--- src/rtl/kmac_pkg.sv ---
// Shared types and default widths for the Karatsuba MAC accumulator.
// The KMAC_SATURATE_EN option is selected inside karatsuba_mac_accumulator.
package kmac_pkg;

  localparam int KMAC_PROD_W = 32;
  localparam int KMAC_ACC_W  = 40;
  localparam int KMAC_CNT_W  = 8;

  typedef enum logic {
    ACCUM = 1'b0,
    DRAIN = 1'b1
  } kmac_state_t;

endpackage

--- src/rtl/rca_Nbit.sv ---
// N-bit ripple-carry adder used for the accumulator add.
// Carry-out is exposed so the caller can detect overflow.
module rca_Nbit #(
  parameter int N = 40
) (
  input  logic [N-1:0] a,
  input  logic [N-1:0] b,
  input  logic         cin,
  output logic [N-1:0] sum,
  output logic         cout
);

  logic carry;

  // NOTE: blocking '=' is correct here; the carry must ripple through the loop
  // within one evaluation, and every output is assigned before it is read.
  always_comb begin
    carry = cin;
    sum   = '0;
    for (int i = 0; i < N; i++) begin
      sum[i] = a[i] ^ b[i] ^ carry;
      carry  = (a[i] & b[i]) | (carry & (a[i] ^ b[i]));
    end
    cout = carry;
  end

endmodule

--- src/rtl/karatsuba_mac_accumulator.sv ---
// Accumulates multiplier products into one dot-product result per in_last-delimited group.
// Define KMAC_SATURATE_EN to clamp the accumulator on overflow instead of wrapping.
module karatsuba_mac_accumulator
  import kmac_pkg::*;
#(
  parameter int PROD_W = KMAC_PROD_W,
  parameter int ACC_W  = KMAC_ACC_W,
  parameter int CNT_W  = KMAC_CNT_W
) (
  input  logic              clk,
  input  logic              rst,
  input  logic              in_valid,
  output logic              in_ready,
  input  logic [PROD_W-1:0] in_prod,
  input  logic              in_last,
  output logic              out_valid,
  input  logic              out_ready,
  output logic [ACC_W-1:0]  out_acc,
  output logic [CNT_W-1:0]  out_count,
  output logic              out_ovf
);

  kmac_state_t      state;
  logic [ACC_W-1:0] acc;
  logic [CNT_W-1:0] cnt;
  logic             ovf;

  logic [ACC_W-1:0] add_sum;
  logic             add_carry;
  logic [ACC_W-1:0] acc_next;
  logic [CNT_W-1:0] cnt_next;

  rca_Nbit #(.N(ACC_W)) u_add (
    .a    (acc),
    .b    (ACC_W'(in_prod)),
    .cin  (1'b0),
    .sum  (add_sum),
    .cout (add_carry)
  );

`ifdef KMAC_SATURATE_EN
  // Once clamped to all-ones, any further non-zero product carries again, so it stays clamped.
  assign acc_next = add_carry ? '1 : add_sum;
`else
  assign acc_next = add_sum;
`endif

  assign cnt_next = (&cnt) ? cnt : cnt + CNT_W'(1);
  assign in_ready = (state == ACCUM);

  // NOTE: sequential state uses non-blocking '<=' so every register samples pre-edge values.
  always_ff @(posedge clk) begin
    if (rst) begin
      state     <= ACCUM;
      acc       <= '0;
      cnt       <= '0;
      ovf       <= 1'b0;
      out_valid <= 1'b0;
      out_acc   <= '0;
      out_count <= '0;
      out_ovf   <= 1'b0;
    end else begin
      case (state)
        ACCUM: begin
          if (in_valid) begin
            if (in_last) begin
              out_acc   <= acc_next;
              out_count <= cnt_next;
              out_ovf   <= ovf | add_carry;
              out_valid <= 1'b1;
              acc       <= '0;
              cnt       <= '0;
              ovf       <= 1'b0;
              state     <= DRAIN;
            end else begin
              acc <= acc_next;
              cnt <= cnt_next;
              ovf <= ovf | add_carry;
            end
          end
        end
        DRAIN: begin
          if (out_ready) begin
            out_valid <= 1'b0;
            state     <= ACCUM;
          end
        end
        default: state <= ACCUM;
      endcase
    end
  end

endmodule

--- config.mk ---
export PLATFORM = sky130hd
export DESIGN_NAME = karatsuba_mac_accumulator
export DESIGN_NICKNAME = d
export VERILOG_FILES = /design/src/rtl/kmac_pkg.sv /design/src/rtl/rca_Nbit.sv /design/src/rtl/karatsuba_mac_accumulator.sv
export SDC_FILE = /design/constraint.sdc
export NUM_CORES = 1
export LEC_CHECK = 0
export ABC_AREA = 1
export BUFFER_PORTS_ARGS = -buffer_cell sky130_fd_sc_hd__buf_4
export CAP_MARGIN = 20
export CORE_ASPECT_RATIO = 1.4
export CORE_MARGIN = 2
export CORE_UTILIZATION = 40
export DETAILED_ROUTE_END_ITERATION = 7
export HOLD_SLACK_MARGIN = 0.02
export PLACE_DENSITY = 0.7
export SYNTH_ARGS = -nofsm -noshare
export SYNTH_HDL_FRONTEND = slang
export SYNTH_SLANG_ARGS = --single-unit
--- constraint.sdc ---
create_clock -name clk -period 47.8 [get_ports clk]
set_clock_uncertainty 0.15 [all_clocks]
set_input_delay 7.17 -clock clk [delete_from_list [all_inputs] [get_ports clk]]
set_output_delay 7.17 -clock clk [all_outputs]
set_load 0.01 [all_outputs]
==> impl_results.md <==
* Status: completed
* Final setup viols at 0
* CP startpoint kind: input pin
* Final instance area at between 5000 and 6000 um^2
* CP Capture Type: flop
* Syn Inst Count at 559
* Antenna cell count at 0
* Root Buffer: clkbuf_16
* Placed cell areas at 5340 um^2
* Seq cells post-synth at 100
* VDD IR max at ~0.000019 V
* Mapped Avg Cell Area at 8.25 um^2
* CP max FO at 2
* Starting DRC count in detailed routing at roughly 130
* I/O pin total at 88
* Final ANT Viol Nets at 0
* CTS Buf Count at 9
* Worst hold path type: reg -> reg
* DR pass1 iterations at 4
* Ys Warns at 0
* Final period utilization at 43.4%
* Area Overhead vs Synth at 23.4%
* Largest net degree at the start of global routing at 58
* Starting Density at between 40% and 50%
* Max Root-Sink Buffers at 2
* WL/cell at approximately 12 um
* Slowest stage cell, crit path: fa_1
* Rel. slew slack at between 50% and 60%
* Commonest non-fill, non-tap cell in the layout: inv_1
* Later-pin clock latency in the skew report at 0.34 ns
* PD cells at 35.8 nW/um^2
* First-pass GRT wire length at 16,300 um
* Drt drc at 0
* Most frequent cells in the layout: inv_1, dfxtp_1, buf_4
* Vias per inst at roughly 4.8
* Seq/Total Area, Yosys at a little over two fifths
* CTS H-tree depth at 3
* Fmax at between 40 and 50 MHz
* I/O Buffers at 87
* Global Route Usage Sum at 16.5%
* Setup bufs post-CTS at 0
* Die height at 131 um
* Worst slew pin tran at a little over 0.6 ns
* Vias in the first global route at about 3,700
* Slowest stage delay, CP at 0.42 ns
* Crit path top cell by count: fa_1
* Min Tclk post-route at roughly 21 ns
* Antenna violations before repair at 0
* Die footprint at roughly 12,000 um^2
* Layout cells sized above 1 at between 10% and 20%
* Syn Nets at around 640
* CTS clk-pin slew, worst paths at approximately 0.07 ns
* Util after Layout at a little over 50%
* Setup ws final at approximately 27 ns
* Post-CTS sizing at 0
* FP Rows at 46
* CTS tree: yes
* Max cap viols at 0
* Dpl cells at approximately 760
* Kind of critical path: in -> reg
* Final Hold Fails at 0
* RSZ-0062 raised after global routing: no
* Worst path arrival time at about 21 ns
* Fin. max-slew vios at 0
* Fillers at around 1,100
* Final setup TNS at 0 ns
* Unique masters post-synth at 27
* Finished Layout Cells at ~780
* CP Data Required Time at about 48 ns
* Pre-CTS WS at ~27 ns
* Gr ovfl total at 0
* Core box area at ~11,000 um^2
* # clock sinks at 100
* DP HPWL at 6670 um
* Routability Congestion at 0.782
* Die W at 94.8 um
* Drt total wl at between 9000 and 10,000 um
* Syn Std Cell Area at roughly 4600 um^2
* P_leak at 0.00250 uW
* Via count at between 3,000 and 4,000
* Hold Buf Count CTS at 0
* # nets final at a little over 700
[path summary, 6_finish.rpt]
path	startpoint	endpoint	slack, ns	cells past startpoint
max	in_prod[0]	out_acc[39]	27.05	45
min	acc[36]	acc[36]	0.33	2
max reg2reg	acc[0]	out_acc[39]	33.61	44
min reg2reg	acc[36]	acc[36]	0.33	2
[state kept, by name, summed over array words and instances, names as in the netlist]
| register | flops |
|---|---|
| acc | 40 |
| out_acc | 40 |
| out_ovf | 1 |
| out_count | 8 |
| state | 1 |
| ovf | 1 |
| out_valid | 1 |
| cnt | 8 |
[Yosys cell counts, drive strengths merged]
| cell type | n | area (um^2) |
|---|---|---|
| inv | 110 | 413 |
| nand2 | 60 | 235 |
| dfxtp | 100 | 2000 |
| or2 | 1 | 6.26 |
| o2111a | 1 | 11.3 |
| clkbuf | 13 | 52.6 |
| xor2 | 1 | 8.76 |
| o21bai | 1 | 7.51 |
| o21ai | 50 | 250 |
| fa | 31 | 621 |
| a21oi | 52 | 264 |
| nand4 | 1 | 6.26 |
| nand3 | 8 | 40.0 |
| buf | 16 | 85.1 |
| ha | 10 | 125 |
| nor2 | 74 | 298 |
| o22ai | 30 | 188 |
[area by class of cell]
type / instances / area, um^2 / area share, %
clock inverter: 7 / 124 / 2.18
sequential: 100 / 2000 / 35.2
multi-input combinational: 320 / 2060 / 36.2
timing repair buffer: 89 / 688 / 12.1
inverter: 110 / 413 / 7.25
clock buffer: 9 / 225 / 3.96
tap: 144 / 180 / 3.16
[metal layers]
layer  part of all wire, %  wire [um]  vias to the layer above  GRT usage, %
li1                      -          -                     1882             -
met1                    42       4030                     1737          19.2
met2                    50       4760                       93          29.1
met3                   6.1        579                       16          4.06
met4                   1.8        171                        0          6.48
met5                     0          0                        -             0
[logic make-up after synthesis]
| logic type | synth area share, % |
|---|---|
| and+or+nand+nor | 12.7 |
| buffers and inverters | 11.9 |
| DFF | 43.4 |
| AOI/OAI and AO/OA | 15.6 |
| xor gates and xnor gates | 0.190 |
| adders and majority gates | 16.2 |
[stage by stage]
step                      hold WS (ns)  power, uW
final                            0.327        204
after global routing             0.342        213
after CTS                        0.321        206
after detailed placement         0.310        122
after global placement           0.306        121
after floorplan                  0.297        111
[worst max-delay path: cells and delay by family]
kind	cells	cell delay [ns]
adders and majority gates	40	13.26
buffers and inverters	3	0.21
and+or+nand+nor	2	0.16
[where the power goes]
| part | leakage [uW] | total (uW) | internal (uW) | switching (uW) |
|---|---|---|---|---|
| Combinational | 0.00151 | 30.1 | 13.5 | 16.7 |
| Clock | 0.000166 | 83.5 | 51.5 | 32.0 |
| Sequential | 0.000818 | 90.1 | 88.1 | 2.06 |
| Total | 0.00250 | 204 | 153 | 50.7 |
(Power assumes the default switching activity.)
